## src/rtl/alu_seq_core.sv

```systemverilog
// alu_seq_core: sequential ALU driven by button-style strobes on a shared bus.
// Operands A/B and the opcode are loaded from i_sw on strobe rising edges.
// A load_op edge starts execution. Logic/arith ops take one edge. SRL/SRA
// shift one bit per edge.
// Ports:
//   i_clock                      rising-edge clock
//   i_reset                      synchronous, active-low reset
//   i_sw[NB_DATA-1:0]            operand / opcode bus (opcode in [NB_OP-1:0])
//   i_load_a/b/op, i_chain       level strobes, rising-edge triggered
//   o_result[NB_DATA-1:0]        registered result
//   o_carry/o_overflow/o_zero    registered flags
//   o_err                        last executed opcode was illegal
//   o_valid                      one-cycle pulse on result update
//   o_busy                       FSM not in IDLE
module alu_seq_core #(
    parameter int unsigned NB_DATA = 8,
    parameter int unsigned NB_OP   = 6
) (
    input  logic               i_clock,
    input  logic               i_reset,
    input  logic [NB_DATA-1:0] i_sw,
    input  logic               i_load_a,
    input  logic               i_load_b,
    input  logic               i_load_op,
    input  logic               i_chain,
    output logic [NB_DATA-1:0] o_result,
    output logic               o_carry,
    output logic               o_overflow,
    output logic               o_zero,
    output logic               o_err,
    output logic               o_valid,
    output logic               o_busy
);

    localparam int unsigned CNT_W = $clog2(NB_DATA);
    localparam int unsigned MSB   = NB_DATA - 1;

    localparam logic [NB_OP-1:0] OP_ADD = NB_OP'(6'b100000);
    localparam logic [NB_OP-1:0] OP_SUB = NB_OP'(6'b100010);
    localparam logic [NB_OP-1:0] OP_AND = NB_OP'(6'b100100);
    localparam logic [NB_OP-1:0] OP_OR  = NB_OP'(6'b100101);
    localparam logic [NB_OP-1:0] OP_XOR = NB_OP'(6'b100110);
    localparam logic [NB_OP-1:0] OP_NOR = NB_OP'(6'b100111);
    localparam logic [NB_OP-1:0] OP_SRL = NB_OP'(6'b000010);
    localparam logic [NB_OP-1:0] OP_SRA = NB_OP'(6'b000011);

    typedef enum logic [1:0] {IDLE, EXEC, SHIFT} state_t;

    state_t             state_q, state_d;
    logic [NB_DATA-1:0] a_q, a_d, b_q, b_d, work_q, work_d, result_q, result_d;
    logic [NB_OP-1:0]   op_q, op_d;
    logic [CNT_W-1:0]   cnt_q, cnt_d;
    logic               init_q, init_d;
    logic               carry_q, carry_d, ovf_q, ovf_d, zero_q, zero_d;
    logic               err_q, err_d, valid_q, valid_d, busy_q, busy_d;
    logic [3:0]         prev_q, strobes, acc;

    logic [NB_DATA:0]   sum, diff;
    logic [NB_DATA-1:0] alu_res;
    logic               alu_c, alu_v, alu_err;

    // Strobe vector ordered {chain, load_op, load_b, load_a}; accept 0->1 only.
    assign strobes = {i_chain, i_load_op, i_load_b, i_load_a};
    assign acc     = strobes & ~prev_q;

    // Single-cycle ALU for the EXEC path
    always_comb begin
        sum     = {1'b0, a_q} + {1'b0, b_q};
        diff    = {1'b0, a_q} - {1'b0, b_q};
        alu_res = '0;
        alu_c   = 1'b0;
        alu_v   = 1'b0;
        alu_err = 1'b0;
        case (op_q)
            OP_ADD: begin
                alu_res = sum[MSB:0];
                alu_c   = sum[NB_DATA];
                alu_v   = (a_q[MSB] == b_q[MSB]) && (sum[MSB] != a_q[MSB]);
            end
            OP_SUB: begin
                alu_res = diff[MSB:0];
                alu_c   = diff[NB_DATA];
                alu_v   = (a_q[MSB] != b_q[MSB]) && (diff[MSB] != a_q[MSB]);
            end
            OP_AND:  alu_res = a_q & b_q;
            OP_OR:   alu_res = a_q | b_q;
            OP_XOR:  alu_res = a_q ^ b_q;
            OP_NOR:  alu_res = ~(a_q | b_q);
            default: alu_err = 1'b1;
        endcase
    end

    // Next-state and datapath update
    always_comb begin
        state_d  = state_q;
        a_d      = a_q;
        b_d      = b_q;
        op_d     = op_q;
        work_d   = work_q;
        cnt_d    = cnt_q;
        init_d   = init_q;
        result_d = result_q;
        carry_d  = carry_q;
        ovf_d    = ovf_q;
        zero_d   = zero_q;
        err_d    = err_q;
        valid_d  = 1'b0;
        case (state_q)
            IDLE: begin
                // Priority encode; lower-priority edges this cycle are dropped
                if (acc[0]) begin
                    a_d = i_sw;
                end else if (acc[1]) begin
                    b_d = i_sw;
                end else if (acc[2]) begin
                    op_d = i_sw[NB_OP-1:0];
                    if (i_sw[NB_OP-1:0] == OP_SRL || i_sw[NB_OP-1:0] == OP_SRA) begin
                        state_d = SHIFT;
                        init_d  = 1'b1;
                    end else begin
                        state_d = EXEC;
                    end
                end else if (acc[3]) begin
                    a_d = result_q;
                end
            end
            EXEC: begin
                result_d = alu_res;
                carry_d  = alu_c;
                ovf_d    = alu_v;
                err_d    = alu_err;
                zero_d   = (alu_res == '0);
                valid_d  = 1'b1;
                state_d  = IDLE;
            end
            SHIFT: begin
                // First SHIFT cycle only loads work/count
                if (init_q) begin
                    work_d = a_q;
                    cnt_d  = b_q[CNT_W-1:0];
                    init_d = 1'b0;
                end else if (cnt_q == '0) begin
                    result_d = work_q;
                    carry_d  = 1'b0;
                    ovf_d    = 1'b0;
                    err_d    = 1'b0;
                    zero_d   = (work_q == '0);
                    valid_d  = 1'b1;
                    state_d  = IDLE;
                end else begin
                    work_d = {(op_q == OP_SRA) & work_q[MSB], work_q[MSB:1]};
                    cnt_d  = cnt_q - CNT_W'(1);
                end
            end
            default: state_d = IDLE;
        endcase
        busy_d = (state_d != IDLE);
    end

    // State and output registers
    always_ff @(posedge i_clock) begin
        if (!i_reset) begin
            state_q  <= IDLE;
            a_q      <= '0;
            b_q      <= '0;
            op_q     <= '0;
            work_q   <= '0;
            cnt_q    <= '0;
            init_q   <= 1'b0;
            result_q <= '0;
            carry_q  <= 1'b0;
            ovf_q    <= 1'b0;
            zero_q   <= 1'b1;
            err_q    <= 1'b0;
            valid_q  <= 1'b0;
            busy_q   <= 1'b0;
            prev_q   <= '1;
        end else begin
            state_q  <= state_d;
            a_q      <= a_d;
            b_q      <= b_d;
            op_q     <= op_d;
            work_q   <= work_d;
            cnt_q    <= cnt_d;
            init_q   <= init_d;
            result_q <= result_d;
            carry_q  <= carry_d;
            ovf_q    <= ovf_d;
            zero_q   <= zero_d;
            err_q    <= err_d;
            valid_q  <= valid_d;
            busy_q   <= busy_d;
            prev_q   <= strobes;
        end
    end

    assign o_result   = result_q;
    assign o_carry    = carry_q;
    assign o_overflow = ovf_q;
    assign o_zero     = zero_q;
    assign o_err      = err_q;
    assign o_valid    = valid_q;
    assign o_busy     = busy_q;

endmodule

```

## config.mk

```make
export PLATFORM = sky130hd
export DESIGN_NAME = alu_seq_core
export DESIGN_NICKNAME = d
export VERILOG_FILES = /design/src/rtl/alu_seq_core.sv
export SDC_FILE = /design/constraint.sdc
export NUM_CORES = 1
export LEC_CHECK = 0
export BUFFER_PORTS_ARGS = -buffer_cell sky130_fd_sc_hd__clkbuf_2
export CORE_ASPECT_RATIO = 1.25
export CORE_MARGIN = 5
export CORE_UTILIZATION = 65
export DETAILED_ROUTE_END_ITERATION = 10
export GPL_ROUTABILITY_DRIVEN = 1
export PLACE_DENSITY = 0.95
export SYNTH_ARGS = -nofsm -noshare
export SYNTH_HDL_FRONTEND = slang
export SYNTH_SLANG_ARGS = --single-unit
```

## constraint.sdc

```tcl
create_clock -name i_clock -period 6.45 [get_ports i_clock]
set_input_delay 1.29 -clock i_clock [delete_from_list [all_inputs] [get_ports i_clock]]
set_output_delay 1.29 -clock i_clock [all_outputs]
set_load 0.05 [all_outputs]
```

-- Word-level counts from Yosys, hierarchy flattened
Cells that the tools add are included.
Widths: inputs -> output; s select.
- output and inout port bits: 14
- word-level logic and storage cells: 107
- input port bits: 14
- flip-flop bits (word level): 54
- reduce and logical (&&, ||, !) cells: 18
- bitwise operators: 9
- eq/ne operators: 24
- multiplexer cells: 38
- $add $sub $neg: 3
- operators with widths (cell ; count):
    $mux 8 ; 8
    $pmux 8 s6 ; 1
    $eq 6x6->1 const B ; 6
    $eq 6x2->1 const B ; 3
    $ne 2x2->1 const B ; 9
    $logic_not 8->1 ; 2
    $pmux 1 s2 ; 8
    $pmux 8 s2 ; 1
    $mux 2 ; 6
    $mux 1 ; 11
    $add 8x8->9 ; 1
    $sub 8x8->9 ; 1
    $and 8x8->8 ; 1
    $not 8->8 ; 1
    $or 8x8->8 ; 1
    $reduce_and 4->1 ; 2
    $reduce_bool 2->1 ; 4
    $xor 8x8->8 ; 1
    $mux 3 ; 2
    $reduce_and 3->1 ; 2
    $reduce_or 6->1 ; 1
    $reduce_and 5->1 ; 1
    $and 4x4->4 ; 1
    $not 4->4 ; 1
    other kinds (13) ; 17

-- Longest topological paths before layout
Gate-level depths: netlist of the first run.
- word-level depth: 8
- mapped depth: 10
- mapped depth without buffers: 10

-- Worst setup path before layout of the first run
OpenSTA, ideal clock, no wires.
- kind: input to register
- from: input port i_load_a
- to: register b_q[0]
- library setup time: 0.116 ns
- arrival: 2.529 ns
- path buffers: 2
- cell stages on the path: 6
- slack: 3.805 ns
- data required time: 6.334 ns
- path through: nand2b_1 > clkbuf_1 > and3_1 > clkbuf_1 > mux2i_1 > nor2b_1
- word-level cells in the longest chain between the ends: 3
- ends and longest elaborated chain (what ; line ; RTL):
    from (decl) ; 22 ; input logic i_load_a,
    $and 4x4->4 ; 64 ; assign acc = strobes & ~prev_q;
    $not 1->1 (no line) ; n/a ;
    $reduce_and 3->1 (no line) ; n/a ;
    to (signal assigned) ; 165 ; b_q <= '0;
    to (signal assigned) ; 181 ; b_q <= b_d;
    to (decl) ; 50 ; logic [NB_DATA-1:0] a_q, a_d, b_q, b_d, work_q, work_d, result_q, result_d;
No other way between the ends.
A chain may end at the register's enable or synchronous reset.

-- Worst setup path after layout of the first run
- from: register a_q[0]
- to: register zero_q, in the netlist o_zero
- word-level cells in the longest chain between the ends: 5
- elaborated cells on any way between the ends: 9
- classes of those cells: add/sub (2); mux (2); bitwise (4); reduce/logical (1)
- ends and longest elaborated chain (what ; line ; RTL):
    from (decl) ; 50 ;
    from (signal assigned) ; 164 ; a_q <= '0;
    from (signal assigned) ; 180 ; a_q <= a_d;
    branches (longest 2 deep; another with $sub 8x8->9) ; n/a ;
    $pmux 8 s6 (*) ; 74 ; case (op_q)
    $logic_not 8->1 (*) ; 132 ; zero_d = (alu_res == '0);
    $pmux 1 s2 (*) ; 108 ; case (state_q)
    to (signal assigned) ; 189 ; zero_q <= zero_d;
    to (decl) ; 54 ; logic carry_q, carry_d, ovf_q, ovf_d, zero_q, zero_d;
Every way passes the cells marked *.

==> summary.md, run 1 <==
| Metric | Value |
|---|---|
| Core footprint | `5700 um2` |
| Area Overhead vs Synth | `5.56%` |
| VDD IR max | `0.222 mV` |
| Average routed wire per standard cell | `17.9 um` |
| Post-Syn Area | `3760 um2` |
| CP arrival | `3290 ps` |
| MaxCap Viol Count | `0` |
| Footprint of the multi-input gates | `2430 um2` |
| R2R Path Start | `a_q[0]$_SDFFE_PN0P_` |
| Overflow after GRT | `0` |
| Synth top cells by count | `54 x dfxtp_1, 46 x nand2_1, 34 x inv_1, 30 x ha_1, 29 x mux2i_1` |
| Failing checks | `design-rule violations` |
| Unique cell type count in the Yosys netlist | `61` |
| CTS tree | `built` |
| Post-synthesis sequential area ratio | `28.8%` |
| CTS Sinks | `54` |
| Warnings from Yosys | `0` |
| Final Cycle Share | `47.4%` |
| Synth Net Count | `500` |
| CP Data Required Time | `6680 ps` |
| Worst hold path class | `reg2reg` |
| Fin Clk Skew | `9.87 ps` |
| #FFs+latches synth | `54` |
| Die area | `7410 um2` |
| CTS Buf Count | `5` |
| Count leader, synth | `dfxtp_1` |
| Max Root-Sink Buffers | `2` |
| Final min period | `3060 ps` |
| Hold_buf cts | `0` |
| Cells after Synth | `454` |
| ANT nets after route | `0` |
| Clock latency on the worst-skew pair | `310 ps` |
| Number of synthesized flops with an enable pin | `0` |
| CP max stage cell | `or4_1` |
| Slew at the pin closest to its max-slew limit | `1080 ps` |
| Power Dens Cells | `167 nW/um2` |
| Fill cell count | `421` |
| I/O Buffers | `27` |
| Mapped Avg Cell Area | `8.28 um2` |
| WHS Endpoint | `cnt_q[1]$_SDFFE_PN0P_` |
| Share of layout cells above drive strength 1 | `10.2%` |
| Largest net degree at the start of global routing | `54` |
| Worst R2R End | `o_zero$_SDFFE_PN1P_` |
| Status | `complete, but fails checks` |
| First-pass GRT wire length | `15600 um` |
| Row cnt | `31` |
| Design area | `3970 um2` |
| Crit path kind | `reg2reg` |
| Final setup violation count | `0` |
| Iter 0 DRT Violations | `349` |
| Ant diodes | `0` |
| Routed vias/inst | `6.49` |
| Hold depth | `2` |
| Crit-path max FO | `4` |
| Worst Path Buf+Inv | `2` |
| Final #Nets | `508` |
| Detailed-router iteration count before antenna repair | `8` |
| Area contributors post-synth | `dfxtp_1 29%, ha_1 10%, mux2i_1 7.7%, nand2_1 4.6%, o21ai_0 3.7%` |
| DRT Wirelength | `9460 um` |
| Leading area contributor after synthesis | `dfxtp_1` |
| Crit-path max cell delay | `520 ps` |
| Post-synth top area share | `28.8%` |
| Post-CTS Resized | `0` |
| Root buf cell | `clkbuf_8` |
| Die Wd | `78.0 um` |
| Initial core utilization | `65.9%` |
| Peak Freq | `327 MHz` |
| CP endpoint kind | `flip-flop` |
| Global-route usage over all layers | `25.8%` |
| Height of the die | `95.0 um` |
| Setup TNS | `0 ps` |
| Crit path launch type | `flip-flop` |
| R2R Setup Slk | `3390 ps` |
| Synth async-reset ratio | `0%` |
| Final Max Tran Viols | `0` |
| FF-to-FF path depth | `10` |
| Most Frequent Cell on Critical Path | `inv_1` |
| Drc violations | `1` |
| # H-tree levels | `2` |
| CP Cell Sequence | `inv_1 > ha_1 > fa_1 > o21bai_2 > a211oi_1 > a221o_1 > a21oi_1 > inv_1 > or4_1 > o41ai_2` |
| Pleak | `1.59 nW` |
| Clock slew at reported path FFs | `100 ps` |
| RSZ-0062 raised after global routing | `false` |
| DP Area | `3850 um2` |
| Io pins | `28` |
| Worst slew margin | `27.8%` |
| Worst Hold Launch | `cnt_q[1]$_SDFFE_PN0P_` |
| Vias in the first global route | `3371` |
| CP top delay family | `compound AO/OA/AOI/OAI gates` |
| Most used DFF post-synth | `dfxtp_1` |
| Sequential cell area | `1080 um2` |
| Hold Vio Cnt, Final | `0` |
| DP Wirelength | `7070 um` |
| Initial antenna violation count | `0` |
| Final Wtd Congestion | `0.921` |
| Via count | `3433` |
| Post-CTS setup buffers | `0` |
## routing by layer
metal / up-vias / global-route usage [%] / routed length (um) / part of all wire, %
li1: 1610 / - / - / -
met1: 1594 / 29.2 / 3590 / 38
met4: 0 / 13.5 / 383 / 4.0
met2: 181 / 46.4 / 4820 / 51
met3: 48 / 3.88 / 670 / 7.1
met5: - / 0 / 0 / 0
## layout make-up
type	instances	area share [%]
Tap cell	66	2.08
Timing Repair Buffer	27	3.41
Multi-Input combinational cell	340	61.2
Clock inverter	3	1.14
Inverter	34	3.22
Clock buffer	5	1.73
Sequential cell	54	27.2
## kinds of logic (layout without fill, tap and decap cells)
kind of cell    count (synthesis)  count (layout)  share of synthesized area (%)
fa+ha+maj                      32              32                           11.1
xor+xnor                        9               9                           2.10
flops                          54              54                           28.8
mux                            32              32                           8.92
buf+inv                        60              69                           6.66
compound gates                113             113                           21.6
simple gates                  154             154                           20.9
## cell usage in the layout (no fill, tap or decap), drive strengths merged, types with 13 or more instances in the layout
master | Yosys | layout
ha | 30 | 30
dfxtp | 54 | 54
nand2 | 46 | 46
nor2b | 18 | 18
o21ai | 31 | 31
nor2 | 28 | 28
and2 | 13 | 13
mux2i | 29 | 29
a21oi | 14 | 14
nand3 | 18 | 18
clkbuf | 19 | 32
inv | 34 | 34
## state kept, by name, indices dropped and copies added (netlist names), 2 cells and up
signal,flops
state_q,2
op_q,6
cnt_q,3
prev_q,4
o_result,8
b_q,8
work_q,8
a_q,8
## metrics by stage
stage	hold slack (ps)	setup WS, ps	instances	util [%]	total power [W]
floorplan	441	3810	454	-	0.000419
global placement	458	3510	521	67.6	0.000438
detailed placement	475	3420	521	67.6	0.000441
CTS	487	3400	529	69.6	0.000663
global route	529	3240	529	69.6	0.000688
finish	482	3390	529	69.6	0.000664
## worst max-delay path by stage
stage,startpoint,slack (ps),endpoint,depth (start not counted)
4_1_cts,a_q[0]$_SDFFE_PN0P_,3400,o_zero$_SDFFE_PN1P_,10
6_report,a_q[0]$_SDFFE_PN0P_,3390,o_zero$_SDFFE_PN1P_,10
2_1_floorplan,i_load_a,3810,b_q[0]$_SDFFE_PN0P_,6
3_3_place_gp,a_q[0]$_SDFFE_PN0P_,3510,o_zero$_SDFFE_PN1P_,10
3_5_place_dp,i_load_b,3420,a_q[3]$_SDFFE_PN0P_,6
5_1_grt,a_q[0]$_SDFFE_PN0P_,3240,o_zero$_SDFFE_PN1P_,10
## worst min-delay path, delay by kind of cell (launching register included)
family,cells,cell delay [ps]
DFF,1,320
AOI/OAI and AO/OA,1,60
and+or+nand+nor,1,50
## power by group
part	switching [W]	leakage, nW	internal (W)
clock network	0.000113	0.0504	0.000116
registers	0.00000868	0.437	0.000340
logic	0.0000537	1.11	0.0000339
Note: power is estimated with default switching activity, not from simulation.
==> run 2, diff against run 1 <==
Settings changed: CORE_UTILIZATION 65 to 55, PLACE_DENSITY 0.95 to 0.87.
Clock period 6.45 ns to 2.5 ns, I/O delays scaled along.
==> run 2 against run 1 <==
Net effect: the flow finishes with violations (negative setup slack); power increased by 150%; maximum frequency increased by 13%; routed wire length increased by 13%; non-clock buffer count increased by 56; register-to-register slack got worse by 3600 ps; worst hold slack got worse by 95 ps; final area increased by 14%; critical endpoint unchanged; largest power group unchanged.
==> summary.md, run 2 (synthesis gave the netlist of run 1 again) <==
| Metric | Value |
|---|---|
| Worst Path Buf+Inv | `1` |
| First-pass GRT wire length | `17800 um` |
| Die Wd | `83.9 um` |
| Net switching power | `0.000453 W` |
| Fin cells | `605` |
| Iter 0 DRT Violations | `266` |
| Final worst slack | `-198 ps` |
| Crit path kind | `reg2reg` |
| Commonest non-fill, non-tap cells in the layout | `54 x buf_4, 50 x dfxtp_1, 46 x nand2_1` |
| Largest net degree at the start of global routing | `37` |
| Fin Hold WS | `387 ps` |
| Via count | `3724` |
| Area Overhead vs Synth | `20.1%` |
| Clock slew at reported path FFs | `90 ps` |
| CTS tree | `built` |
| Hold_buf cts | `0` |
| Row cnt | `33` |
| Placed Cells incl. Taps | `595` |
| R2R Setup Slk | `-200 ps` |
| Final Cycle Share | `108%` |
| Clock Power Share | `28.1%` |
| Slew at the pin closest to its max-slew limit | `1040 ps` |
| # H-tree levels | `2` |
| Final Wtd Congestion | `0.942` |
| Ant diodes | `0` |
| DRT Wirelength | `10700 um` |
| Final setup violation count | `1` |
| Average routed wire per standard cell | `17.7 um` |
| Logic pwr share | `17.8%` |
| Initial core utilization | `56.9%` |
| RSZ-0062 raised after global routing | `true` |
| Overflow after GRT | `0` |
| Hold Vio Cnt, Final | `0` |
| Clock latency on the worst-skew pair | `310 ps` |
| DP Wirelength | `8210 um` |
| Drc violations | `0` |
| CTS Buf Count | `5` |
| CP arrival | `2910 ps` |
| Die area | `8600 um2` |
| Most Frequent Cell on Critical Path | `a21oi_2` |
| CP top delay family | `compound AO/OA/AOI/OAI gates` |
| Vias in the first global route | `3839` |
| Power Dens Cells | `366 nW/um2` |
| Commonest non-fill, non-tap cell in the layout | `buf_4` |
| Fill cell count | `485` |
| Detailed-router iteration count before antenna repair | `5` |
| Root buf cell | `clkbuf_8` |
| Crit-path max FO | `3` |
| Fin Clk Skew | `8.42 ps` |
| Seq pwr share | `54.0%` |
| CP Cell Sequence | `ha_1 > fa_2 > a21oi_2 > o21bai_1 > a221o_1 > a21oi_2 > inv_1 > or4_4 > o41ai_2` |
| MaxCap Viol Count | `0` |
| Pleak | `1.89 nW` |
| Io pins | `28` |
| Share of layout cells above drive strength 1 | `23.7%` |
| Routed vias/inst | `6.16` |
| Global-route usage over all layers | `25.2%` |
| CP endpoint kind | `flip-flop` |
| Final #Nets | `564` |
| I/O Buffers | `27` |
| Failing checks | `negative setup slack` |
| ANT nets after route | `0` |
| VDD IR max | `0.568 mV` |
| Core footprint | `6610 um2` |
| CTS Sinks | `54` |
| Total power | `0.00165 W` |
| Max Root-Sink Buffers | `2` |
| Pint | `0.00120 W` |
| Peak Freq | `371 MHz` |
| Height of the die | `102 um` |
| Initial antenna violation count | `0` |
| Switching portion of total power | `27.4%` |
| Crit-path max cell delay | `520 ps` |
| CP Data Required Time | `2720 ps` |
| Final min period | `2700 ps` |
| Crit path launch type | `flip-flop` |
| Worst slew margin | `29.9%` |
| Worst hold path class | `in2reg` |
| CP max stage cell | `or4_4` |
| Final Max Tran Viols | `0` |
| Status | `complete, but fails checks` |
| Place WS | `-149 ps` |
-- run 2: through the flow --
stage          utilization (%)  cell area [um2]  TNS [ps]
2_1_floorplan                -             3790         0
3_3_place_gp              65.4             4320     -66.9
3_5_place_dp              65.4             4320      -165
4_1_cts                   66.6             4400      -171
5_1_grt                   68.3             4510      -324
6_report                  68.3             4510      -198
-- run 2: power groups by stage --
stage	sequential, W	combinational, W	clock (W)
2_1_floorplan	0.000919	0.000167	0
3_3_place_gp	0.000911	0.000264	0
3_5_place_dp	0.000912	0.000275	0
4_1_cts	0.000892	0.000277	0.000472
5_1_grt	0.000896	0.000316	0.000512
6_report	0.000893	0.000294	0.000465
-- run 2: per-layer routing --
layer | global-route usage, % | wire (um) | vias up
met5 | 0 | 0 | -
met4 | 14.9 | 585 | 0
met3 | 4.03 | 611 | 57
met2 | 45.9 | 5400 | 182
met1 | 27.7 | 4110 | 1770
li1 | - | - | 1715
-- run 2: path summary, 6_finish.rpt --
path / start / endpoint / cells past startpoint
worst max-delay path: a_q[0]$_SDFFE_PN0P_ / o_zero$_SDFFE_PN1P_ / 9
worst min-delay path: i_load_op / prev_q[2]$_SDFF_PN1_ / 2
worst max register to register: a_q[0]$_SDFFE_PN0P_ / o_zero$_SDFFE_PN1P_ / 9
worst min register to register: cnt_q[1]$_SDFFE_PN0P_ / cnt_q[1]$_SDFFE_PN0P_ / 2
-- run 2: what timing repair did --
item | in CTS | in global routing
setup buffers | 0 | 3
endpoints found under the setup margin | 2 | 5
pin swaps | 0 | 9
gates resized for setup | 1 | 23
-- run 2: cell type report --
type | count | area [um2] | share of cell area, %
Clock buffer | 7 | 76.3 | 1.69
Inverter | 34 | 128 | 2.83
Multi-Input combinational cell | 340 | 2540 | 56.3
Sequential cell | 54 | 1090 | 24.1
Tap cell | 87 | 109 | 2.41
Timing Repair Buffer | 83 | 572 | 12.7
